$ cat config.mk
export PLATFORM = sky130hd
export DESIGN_NAME = mips_multicycle_control
export DESIGN_NICKNAME = d
export VERILOG_FILES = /design/src/rtl/mips_multicycle_control_pkg.sv /design/src/rtl/mips_multicycle_control_alu_control_decode.sv /design/src/rtl/mips_multicycle_control.sv
export SDC_FILE = /design/constraint.sdc
export NUM_CORES = 1
export LEC_CHECK = 0
export CAP_MARGIN = 20
export CORE_AREA = 4 4 60 62
export CTS_CLUSTER_SIZE = 20
export DETAILED_ROUTE_END_ITERATION = 10
export DIE_AREA = 0 0 64 66
export MAX_ROUTING_LAYER = met4
export PLACE_DENSITY = 0.78
export SLEW_MARGIN = 20
export SYNTH_ARGS = -nofsm -noshare
export SYNTH_HDL_FRONTEND = slang
export SYNTH_SLANG_ARGS = --single-unit
$ cat constraint.sdc
create_clock -name clk -period 1.9 [get_ports clk]
set_clock_uncertainty 0.15 [all_clocks]
set_input_delay 0.285 -clock clk [delete_from_list [all_inputs] [get_ports clk]]
set_output_delay 0.285 -clock clk [all_outputs]
set_load 0.02 [all_outputs]
$ cat src/rtl/mips_multicycle_control_pkg.sv
// Shared encodings for the multicycle MIPS control unit: states, opcodes,
// funct codes, ALU control codes and datapath select codes.
package mips_multicycle_control_pkg;

   typedef enum logic [3:0] {
      S_FETCH     = 4'd0,
      S_DECODE    = 4'd1,
      S_MEM_ADDR  = 4'd2,
      S_MEM_READ  = 4'd3,
      S_MEM_WB    = 4'd4,
      S_MEM_WRITE = 4'd5,
      S_EXECUTE   = 4'd6,
      S_R_WB      = 4'd7,
      S_BRANCH    = 4'd8,
      S_JUMP      = 4'd9,
      S_ADDI_EXEC = 4'd10,
      S_ADDI_WB   = 4'd11
   } state_t;

   localparam logic [5:0] OP_RTYPE = 6'b000000;
   localparam logic [5:0] OP_LW    = 6'b100011;
   localparam logic [5:0] OP_SW    = 6'b101011;
   localparam logic [5:0] OP_BEQ   = 6'b000100;
   localparam logic [5:0] OP_J     = 6'b000010;
   localparam logic [5:0] OP_ADDI  = 6'b001000;

   localparam logic [5:0] FN_ADD = 6'b100000;
   localparam logic [5:0] FN_SUB = 6'b100010;
   localparam logic [5:0] FN_AND = 6'b100100;
   localparam logic [5:0] FN_OR  = 6'b100101;
   localparam logic [5:0] FN_SLT = 6'b101010;
   localparam logic [5:0] FN_NOR = 6'b100111;

   localparam logic [3:0] ALU_AND = 4'b0000;
   localparam logic [3:0] ALU_OR  = 4'b0001;
   localparam logic [3:0] ALU_ADD = 4'b0010;
   localparam logic [3:0] ALU_SUB = 4'b0110;
   localparam logic [3:0] ALU_SLT = 4'b0111;
   localparam logic [3:0] ALU_NOR = 4'b1100;

   localparam logic [1:0] ALU_OP_ADD   = 2'b00;
   localparam logic [1:0] ALU_OP_SUB   = 2'b01;
   localparam logic [1:0] ALU_OP_FUNCT = 2'b10;

   localparam logic [1:0] SRC_B_REG   = 2'b00;
   localparam logic [1:0] SRC_B_FOUR  = 2'b01;
   localparam logic [1:0] SRC_B_IMM   = 2'b10;
   localparam logic [1:0] SRC_B_SHIFT = 2'b11;

   localparam logic [1:0] PCSRC_ALU    = 2'b00;
   localparam logic [1:0] PCSRC_ALUOUT = 2'b01;
   localparam logic [1:0] PCSRC_JUMP   = 2'b10;

endpackage

$ cat src/rtl/mips_multicycle_control_alu_control_decode.sv
// Maps the FSM's coarse ALU request plus the R-type funct field onto the
// 4-bit ALU control code, and flags whether the funct is supported.
module alu_control_decode
   import mips_multicycle_control_pkg::*;
(
   input  logic [1:0] alu_op,
   input  logic [5:0] funct,
   output logic [3:0] alu_control,
   output logic       funct_ok
);

   logic [3:0] funct_code;

   always_comb begin
      funct_code = ALU_ADD;
      funct_ok   = 1'b1;
      case (funct)
         FN_ADD:  funct_code = ALU_ADD;
         FN_SUB:  funct_code = ALU_SUB;
         FN_AND:  funct_code = ALU_AND;
         FN_OR:   funct_code = ALU_OR;
         FN_SLT:  funct_code = ALU_SLT;
         FN_NOR:  funct_code = ALU_NOR;
         default: funct_ok   = 1'b0;
      endcase
   end

   always_comb begin
      case (alu_op)
         ALU_OP_SUB:   alu_control = ALU_SUB;
         ALU_OP_FUNCT: alu_control = funct_code;
         default:      alu_control = ALU_ADD;
      endcase
   end

endmodule

$ cat src/rtl/mips_multicycle_control.sv
// Moore control FSM for a multicycle MIPS datapath: sequences each
// instruction and drives enables, selects and the ALU control code.
module mips_multicycle_control
   import mips_multicycle_control_pkg::*;
(
   input  logic       clk,
   input  logic       rst,
   input  logic [5:0] opcode,
   input  logic [5:0] funct,
   input  logic       zero,
   output logic       pc_en,
   output logic       i_or_d,
   output logic       mem_read,
   output logic       mem_write,
   output logic       ir_write,
   output logic       reg_dst,
   output logic       mem_to_reg,
   output logic       reg_write,
   output logic       alu_src_a,
   output logic [1:0] alu_src_b,
   output logic [1:0] pc_source,
   output logic [3:0] alu_control,
   output logic       illegal,
   output logic [3:0] state
);

   state_t     state_reg;
   state_t     state_next;
   logic [5:0] op_q;
   logic [5:0] fn_q;

   logic       fsm_pc_write;
   logic       fsm_pc_write_cond;
   logic       fsm_mem_read;
   logic       fsm_mem_write;
   logic       fsm_ir_write;
   logic       fsm_reg_write;
   logic       fsm_illegal;
   logic [1:0] alu_op;
   logic [5:0] dec_funct;
   logic       funct_ok;

   always_ff @(posedge clk or posedge rst) begin
      if (rst) begin
         state_reg <= S_FETCH;
         op_q      <= '0;
         fn_q      <= '0;
      end else begin
         state_reg <= state_next;
         if (state_reg == S_DECODE) begin
            op_q <= opcode;
            fn_q <= funct;
         end
      end
   end

   // Legality is judged on the live funct in DECODE; alu_op is ADD there, so
   // alu_control never sees the live field.
   assign dec_funct = (state_reg == S_DECODE) ? funct : fn_q;

   alu_control_decode u_alu_control_decode (
      .alu_op      (alu_op),
      .funct       (dec_funct),
      .alu_control (alu_control),
      .funct_ok    (funct_ok)
   );

   always_comb begin
      state_next        = S_FETCH;
      fsm_pc_write      = 1'b0;
      fsm_pc_write_cond = 1'b0;
      fsm_mem_read      = 1'b0;
      fsm_mem_write     = 1'b0;
      fsm_ir_write      = 1'b0;
      fsm_reg_write     = 1'b0;
      fsm_illegal       = 1'b0;
      alu_op            = ALU_OP_ADD;
      i_or_d            = 1'b0;
      reg_dst           = 1'b0;
      mem_to_reg        = 1'b0;
      alu_src_a         = 1'b0;
      alu_src_b         = SRC_B_REG;
      pc_source         = PCSRC_ALU;

      case (state_reg)
         S_FETCH: begin
            fsm_mem_read = 1'b1;
            fsm_ir_write = 1'b1;
            fsm_pc_write = 1'b1;
            alu_src_b    = SRC_B_FOUR;
            state_next   = S_DECODE;
         end
         S_DECODE: begin
            alu_src_b = SRC_B_SHIFT;
            case (opcode)
               OP_RTYPE: begin
                  if (funct_ok) state_next = S_EXECUTE;
                  else          fsm_illegal = 1'b1;
               end
               OP_LW, OP_SW: state_next  = S_MEM_ADDR;
               OP_BEQ:       state_next  = S_BRANCH;
               OP_J:         state_next  = S_JUMP;
               OP_ADDI:      state_next  = S_ADDI_EXEC;
               default:      fsm_illegal = 1'b1;
            endcase
         end
         S_MEM_ADDR: begin
            alu_src_a  = 1'b1;
            alu_src_b  = SRC_B_IMM;
            state_next = (op_q == OP_LW) ? S_MEM_READ : S_MEM_WRITE;
         end
         S_MEM_READ: begin
            fsm_mem_read = 1'b1;
            i_or_d       = 1'b1;
            state_next   = S_MEM_WB;
         end
         S_MEM_WB: begin
            fsm_reg_write = 1'b1;
            mem_to_reg    = 1'b1;
         end
         S_MEM_WRITE: begin
            fsm_mem_write = 1'b1;
            i_or_d        = 1'b1;
         end
         S_EXECUTE: begin
            alu_op     = ALU_OP_FUNCT;
            alu_src_a  = 1'b1;
            state_next = S_R_WB;
         end
         S_R_WB: begin
            fsm_reg_write = 1'b1;
            reg_dst       = 1'b1;
         end
         S_BRANCH: begin
            alu_op            = ALU_OP_SUB;
            alu_src_a         = 1'b1;
            fsm_pc_write_cond = 1'b1;
            pc_source         = PCSRC_ALUOUT;
         end
         S_JUMP: begin
            fsm_pc_write = 1'b1;
            pc_source    = PCSRC_JUMP;
         end
         S_ADDI_EXEC: begin
            alu_src_a  = 1'b1;
            alu_src_b  = SRC_B_IMM;
            state_next = S_ADDI_WB;
         end
         S_ADDI_WB: begin
            fsm_reg_write = 1'b1;
         end
         default: state_next = S_FETCH;
      endcase
   end

   // Strobes are suppressed while reset is held; selects keep FETCH values.
   assign pc_en     = ~rst & (fsm_pc_write | (fsm_pc_write_cond & zero));
   assign mem_read  = ~rst & fsm_mem_read;
   assign mem_write = ~rst & fsm_mem_write;
   assign ir_write  = ~rst & fsm_ir_write;
   assign reg_write = ~rst & fsm_reg_write;
   assign illegal   = ~rst & fsm_illegal;
   assign state     = state_reg;

endmodule

==> results of run 1 <==
==> per-stage QoR <==
step           worst slack (ps)  area, µm²
6_report                   -656       2590
3_3_place_gp               -745       2130
3_5_place_dp               -816       2130
5_1_grt                    -713       2590
2_1_floorplan              -310       1420
4_1_cts                    -603       2390
==> cell usage after synthesis (all sizes together) (2+ instances only) <==
cell type | instances | share of area, %
nand2 | 31 | 9.2
dfrtp | 16 | 32
nor2 | 11 | 3.3
inv | 9 | 2.7
clkbuf | 8 | 2.4
o21ai | 8 | 3.2
nand2b | 6 | 3.0
nor3 | 6 | 2.4
nor3b | 6 | 4.0
mux2i | 4 | 3.2
nor2b | 4 | 2.0
a21oi | 3 | 1.2
buf | 3 | 1.1
nand3b | 3 | 1.8
nand4 | 3 | 1.5
nor4 | 3 | 1.5
nor4b | 3 | 2.6
or2 | 3 | 1.5
or3 | 3 | 1.5
a2111oi | 2 | 1.5
a31oi | 2 | 0.99
and3 | 2 | 0.99
ha | 2 | 2.0
nand3 | 2 | 0.79
o2111ai | 2 | 1.4
o211ai | 2 | 1.2
==> logic make-up (layout without fill, tap and decap cells) <==
kind of cell	Yosys count	in the layout	synth area share [%]
compound gates	29	29	16.3
xor+xnor	2	2	1.39
fa+ha+maj	2	2	1.98
buf+inv	20	116	6.13
flops	16	16	31.7
mux	4	4	3.17
simple gates	91	91	39.4
==> worst max path at each step <==
stage,from,end,depth (start not counted)
2_1_floorplan,state[2],alu_control[2],7
3_3_place_gp,opcode[0],illegal,6
3_5_place_dp,opcode[0],illegal,6
4_1_cts,state[1],illegal,7
5_1_grt,state[2],alu_control[2],5
6_report,state[1],alu_control[1],7
==> metal layers <==
metal  up-vias  wire length [µm]  track usage, %
met5         -                 0               -
met2        95              3090            45.9
met4         0               201            8.89
met3        19               288            2.55
met1       845              2100            26.6
li1        779                 -               -
==> timing repair <==
item,CTS,global route
pin swaps,17,8
resized for setup,138,34
setup endpoints to repair,22,21
setup buffers,10,9
==> worst reg2reg max path: stages, from the launching register on <==
cell,delay (ps)
dfrtp_2,450
or4b_4,600
buf_6,160
nor3b_4,240
a2111oi_4,70
buf_4,150
o311a_1,290
==> final cells by class <==
type / instances / area, µm² / share of cell area, %
multi-input cells: 128 / 1120 / 43.2
repair buffers: 103 / 940 / 36.2
flip-flops and latches: 16 / 405 / 15.6
well taps: 44 / 55.1 / 2.12
clock buffers: 4 / 36.3 / 1.40
inverters: 9 / 36.3 / 1.40
==> power groups by stage <==
stage,combinational [W],sequential (W),clock [W]
finish,0.00151,0.000622,0.000223
global route,0.00160,0.000632,0.000242
CTS,0.00131,0.000598,0.000224
detailed placement,0.00113,0.000598,0
global placement,0.00109,0.000590,0
floorplan,0.000662,0.000594,0
==> flow_metrics.tcl, run 1 <==
set metrics [dict create \
    status "complete, but fails checks" \
    violations "negative setup slack" \
    wl_per_cell_um 18.7 \
    yosysWarnings 0 \
    p_sw_share_pct 42.6 \
    ant_nets 0 \
    area_growth_pct 105 \
    grt_pass1_vias 1723 \
    initialDrtViolationCount 89 \
    worst_ep_required_time_ps 1460 \
    die-area_um2 4220 \
    synth_area_per_cell_um2 7.71 \
    synth_area_um2 1260 \
    max_slew_margin_pct 65.4 \
    postSynthCellCount 164 \
    antenna_found_initial 0 \
    path_class "reg -> out" \
    wl_mm 5.68 \
    hold_start "op_q[1]" \
    cts_tree "built" \
    htree_levels 1 \
    vias 1738 \
    r2r-end "state[1]" \
    maxSlewViolCount 0 \
    p_int_w 0.00135 \
    path_buf_inv 3 \
    fill_cells 158 \
    hold_viol 0 \
    rr_startpoint "state[2]" \
    coreArea_um2 3030 \
    cp-end-kind "output port" \
    crit_chain "buf_6, nor4b_4, buf_6, and3_4, o211ai_1, a311o_1, buf_6" \
    holdPathEnd "op_q[1]" \
    synth_nets 181 \
    reg2reg_depth 6 \
    cp_common_cell "buf_6" \
    finalNonFillerCells 304 \
    ir_drop_mv 0.658 \
    drive_above_1_share_pct 53.5 \
    seqPwrFrac_pct 26.3 \
    pwr-share-clk_pct 9.5 \
    fin_nets 278 \
    layout_setup_ws_ps -656 \
    most-common-layout-cells "buf_4, nand2_1, buf_6" \
    grt-ovfl-total 0 \
    globalplace.congestion 0.948 \
    hpwlAfterDp_mm 3.22 \
    switchingPower_w 0.00101 \
    grt_pass1_wl_mm 7.86 \
    slowest_delay_ps 430 \
    path_max_fanout 6 \
    p_total_w 0.00236 \
    cp-start-kind "register" \
    tns_ps -4810 \
    cts-root-buf "clkbuf_4" \
    die_height_um 66 \
    clkSlewWorstSetupHoldPaths_ps 90 \
    slowest_stage "dfrtp_2" \
    finalSetupViolCount 20 \
    grt_max_degree 17 \
    hold_buffers 0 \
    grt_usage_pct 24.5 \
    clk_latency_ps 290 \
    cts.sinks 16 \
    diodes 0 \
    cts_buffer_depth 2 \
    cts_made_buffers 3 \
    ys_types 48 \
    holdWs_ps 331 \
    ios 37 \
    worst-r2r-setup-slack_ps -320 \
    fmax_mhz 391 \
    final_core_util_pct 85.7 \
    drt_first_pass_iters 4 \
    layout_min_cycle_time_ps 2560 \
    synth-edff-count 0 \
    die_w_um 64 \
    async_flop_share_pct 100 \
    worst_pin_slew_ps 512 \
    portBuffers 36 \
    p_comb_share_pct 64.2 \
    layout_commonest_cell "buf_4" \
    start_util_pct 41.8 \
    holdPathStages 2 \
    p_leak_nw 1.16 \
    yosys_register_bits 16 \
    post-route-period-util_pct 135 \
    drc 0 \
    arrival_ps 2120 \
    avgViaCountPerCell 5.72 \
    dominantRegCellSynth "dfrtp_1" \
    crit_family "simple AND/OR/NAND/NOR gates" \
    hp-class "reg -> reg" \
    maxCapViolCount 0 \
    p_per_area_nw_per_um2 910 \
    rsz0062_at_grt "yes" \
    yosysSeqAreaShare_pct 31.7 \
    dp_cells 283 \
    rows 20 \
]
No activity file was read; power rests on OpenSTA's default activity.
==> run 2, diff against run 1 <==
--- a/config.mk
+++ b/config.mk
@@ -10,6 +10,7 @@
 export CTS_CLUSTER_SIZE = 20
 export DETAILED_ROUTE_END_ITERATION = 10
 export DIE_AREA = 0 0 64 66
+export HOLD_SLACK_MARGIN = 0.15
 export MAX_ROUTING_LAYER = met4
 export PLACE_DENSITY = 0.78
 export SLEW_MARGIN = 20
==> results of run 2 <==
No change in the layout: final DEF, timing and power equal those of run 1.
==> run 3, diff against run 2 <==
--- a/config.mk
+++ b/config.mk
@@ -6,14 +6,15 @@
 export NUM_CORES = 1
 export LEC_CHECK = 0
 export CAP_MARGIN = 20
-export CORE_AREA = 4 4 60 62
+export CORE_AREA = 2 2 56 58
 export CTS_CLUSTER_SIZE = 20
 export DETAILED_ROUTE_END_ITERATION = 10
-export DIE_AREA = 0 0 64 66
+export DIE_AREA = 0 0 58 60
 export HOLD_SLACK_MARGIN = 0.15
 export MAX_ROUTING_LAYER = met4
-export PLACE_DENSITY = 0.78
+export PLACE_DENSITY_LB_ADDON = 0.25
 export SLEW_MARGIN = 20
 export SYNTH_ARGS = -nofsm -noshare
 export SYNTH_HDL_FRONTEND = slang
+export SYNTH_HIERARCHICAL = 1
 export SYNTH_SLANG_ARGS = --single-unit
==> run 3 against run 2 <==
The flow still finishes with violations (negative setup slack). Final cell count decreased by 21%. Fmax decreased by 12%. Utilization decreased by 6.4 points. Sequential power decreased by 11%. Synthesized cell count decreased by 28%. Critical path type unchanged.
==> flow_metrics.tcl, run 3 <==
set metrics [dict create \
    hold_start "fn_q[4]" \
    path_buf_inv 2 \
    synth_top_cell_by_area "dfrtp_1" \
    drive_above_1_share_pct 62.0 \
    synth_area_um2 1130 \
    maxSlewViolCount 0 \
    synth-adder-area-share_pct 3.10 \
    rr_startpoint "state[1]" \
    globalplace.congestion 0.798 \
    worst-r2r-setup-slack_ps -610 \
    postSynthCellCount 118 \
    layout_min_cycle_time_ps 2900 \
    wl_per_cell_um 17.3 \
    p_per_area_nw_per_um2 964 \
    status "complete, but fails checks" \
    finalSetupViolCount 21 \
    cp_common_cell "buf_6" \
    slowest_stage "dfrtp_2" \
    area_growth_pct 104 \
    grt-ovfl-total 0 \
    synth_most_common_cell "dfrtp_1" \
    hpwlAfterDp_mm 2.53 \
    pre_cts_ws_ps -1180 \
    yosysWarnings 6 \
    diodes 0 \
    synth-edff-count 0 \
    htree_levels 1 \
    coreArea_um2 2900 \
    worst_pin_slew_ps 544 \
    ys_types 46 \
    clk_latency_ps 290 \
    finalNonFillerCells 241 \
    synth_nets 135 \
    synth_top_family_by_area "simple AND/OR/NAND/NOR gates" \
    hp-class "reg -> reg" \
    start_util_pct 38.9 \
    die_w_um 58 \
    fmax_mhz 344 \
    die_height_um 60 \
    yosys.area.top_type_share_pct 35.5 \
    antenna_found_initial 0 \
    cp-start-kind "register" \
    cp-end-kind "output port" \
    path_max_fanout 7 \
    violations "negative setup slack" \
    max_slew_margin_pct 63.2 \
    dp_cells 220 \
    portBuffers 36 \
    rows 20 \
    ant_nets 0 \
    async_flop_share_pct 100 \
    synth_compound_area_share_pct 15.4 \
    crit_chain "nor4b_4, buf_6, mux2_4, and2b_1, a21oi_2, nor2_2, and4bb_2, nor3b_4, buf_6" \
    ios 37 \
    synth_xor_area_share_pct 1.55 \
    cts_buffer_depth 2 \
    arrival_ps 2470 \
    dominantRegCellSynth "dfrtp_1" \
    avgViaCountPerCell 5.67 \
    path_class "reg -> out" \
    post-route-period-util_pct 153 \
    hold_viol 0 \
    maxCapViolCount 0 \
    clkSlewWorstSetupHoldPaths_ps 100 \
    p_leak_nw 0.979 \
    grt_max_degree 17 \
    crit_family "simple AND/OR/NAND/NOR gates" \
    yosysSeqAreaShare_pct 35.5 \
    most-common-layout-cells "buf_4, buf_6, dfrtp_1" \
    synthTopCellsByCount "dfrtp_1, mux2_2, nor2_1, inv_1, nand2b_1" \
    muxShareOfSynthArea_pct 12.0 \
    synth-simple-area-share_pct 26.4 \
    fin_nets 226 \
    cts-root-buf "clkbuf_4" \
    rsz0062_at_grt "yes" \
    synth_area_per_cell_um2 9.56 \
    cts_made_buffers 3 \
    ys_top_cells_by_area "dfrtp_1, mux2_2, nand2b_1" \
    crit_start "state[1]" \
    wl_mm 4.17 \
    ir_drop_mv 0.889 \
    layout_setup_ws_ps -1000 \
    initialDrtViolationCount 55 \
    drc 0 \
    yosys_register_bits 16 \
    grt_usage_pct 22.0 \
    cts_tree "built" \
    cts.sinks 16 \
    vias 1367 \
    grt_pass1_vias 1281 \
    drt_first_pass_iters 4 \
    slowest_delay_ps 440 \
    grt_pass1_wl_mm 5.75 \
    worst_ep_required_time_ps 1460 \
    layout_commonest_cell "buf_4" \
    die-area_um2 3480 \
]
[run 3: layout make-up]
| cell class | count | area (µm²) |
|---|---|---|
| Clock buffer | 4 | 26.3 |
| Fill cell | 178 | 602 |
| Inverter | 7 | 38.8 |
| Multi-Input combinational cell | 88 | 918 |
| Sequential cell | 16 | 402 |
| Tap cell | 33 | 41.3 |
| Timing Repair Buffer | 93 | 875 |
[run 3: what timing repair did]
action	4_1_cts	5_1_grt
cloned	0	0
pin swaps	8	5
hold buffers	0	0
setup endpoints to repair	24	20
endpoints found under the hold margin	0	0
buffers inserted	9	9
resized for setup	129	54
[run 3: path summary, 6_finish.rpt]
kind,to,cells after the start
setup / recovery,illegal,9
hold / removal,fn_q[4],1
setup reg to reg,state[1],10
hold reg to reg,fn_q[4],1
max in group asynchronous,fn_q[0],4
min in group asynchronous,state[0],4
[run 3: metrics by stage]
step / power [W] / hold WS [ps] / area, µm² / utilization, % / TNS [ps]
finish: 0.00222 / 353 / 2300 / 79.3 / -9600
global route: 0.00235 / 386 / 2300 / 79.3 / -11450
CTS: 0.00208 / 353 / 2030 / 70.1 / -6250
detailed placement: 0.00167 / 335 / 1850 / 63.7 / -9220
global placement: 0.00163 / 331 / 1850 / 63.7 / -8620
floorplan: 0.00121 / 70.3 / 1190 / - / -4800
[run 3: report_power, final]
| part | switching (W) | leakage (nW) | total, W | internal, W |
|---|---|---|---|---|
| sequential | 0.0000726 | 0.192 | 0.000556 | 0.000483 |
| clock | 0.000102 | 0.0150 | 0.000183 | 0.0000816 |
| combinational | 0.000685 | 0.773 | 0.00148 | 0.000794 |
[run 3: layer usage]
layer / vias up / track usage [%] / share of wire, %
li1: 621 / - / -
met1: 686 / 25.0 / 37
met2: 47 / 39.4 / 56
met3: 13 / 4.55 / 4.4
met4: 0 / 5.98 / 3.1
met5: - / - / 0
[run 3: cells by family after synthesis]
group,count (synthesis)
compound gates,24
xor+xnor,2
fa+ha+maj,3
buf+inv,14
flops,16
mux,12
simple gates,47
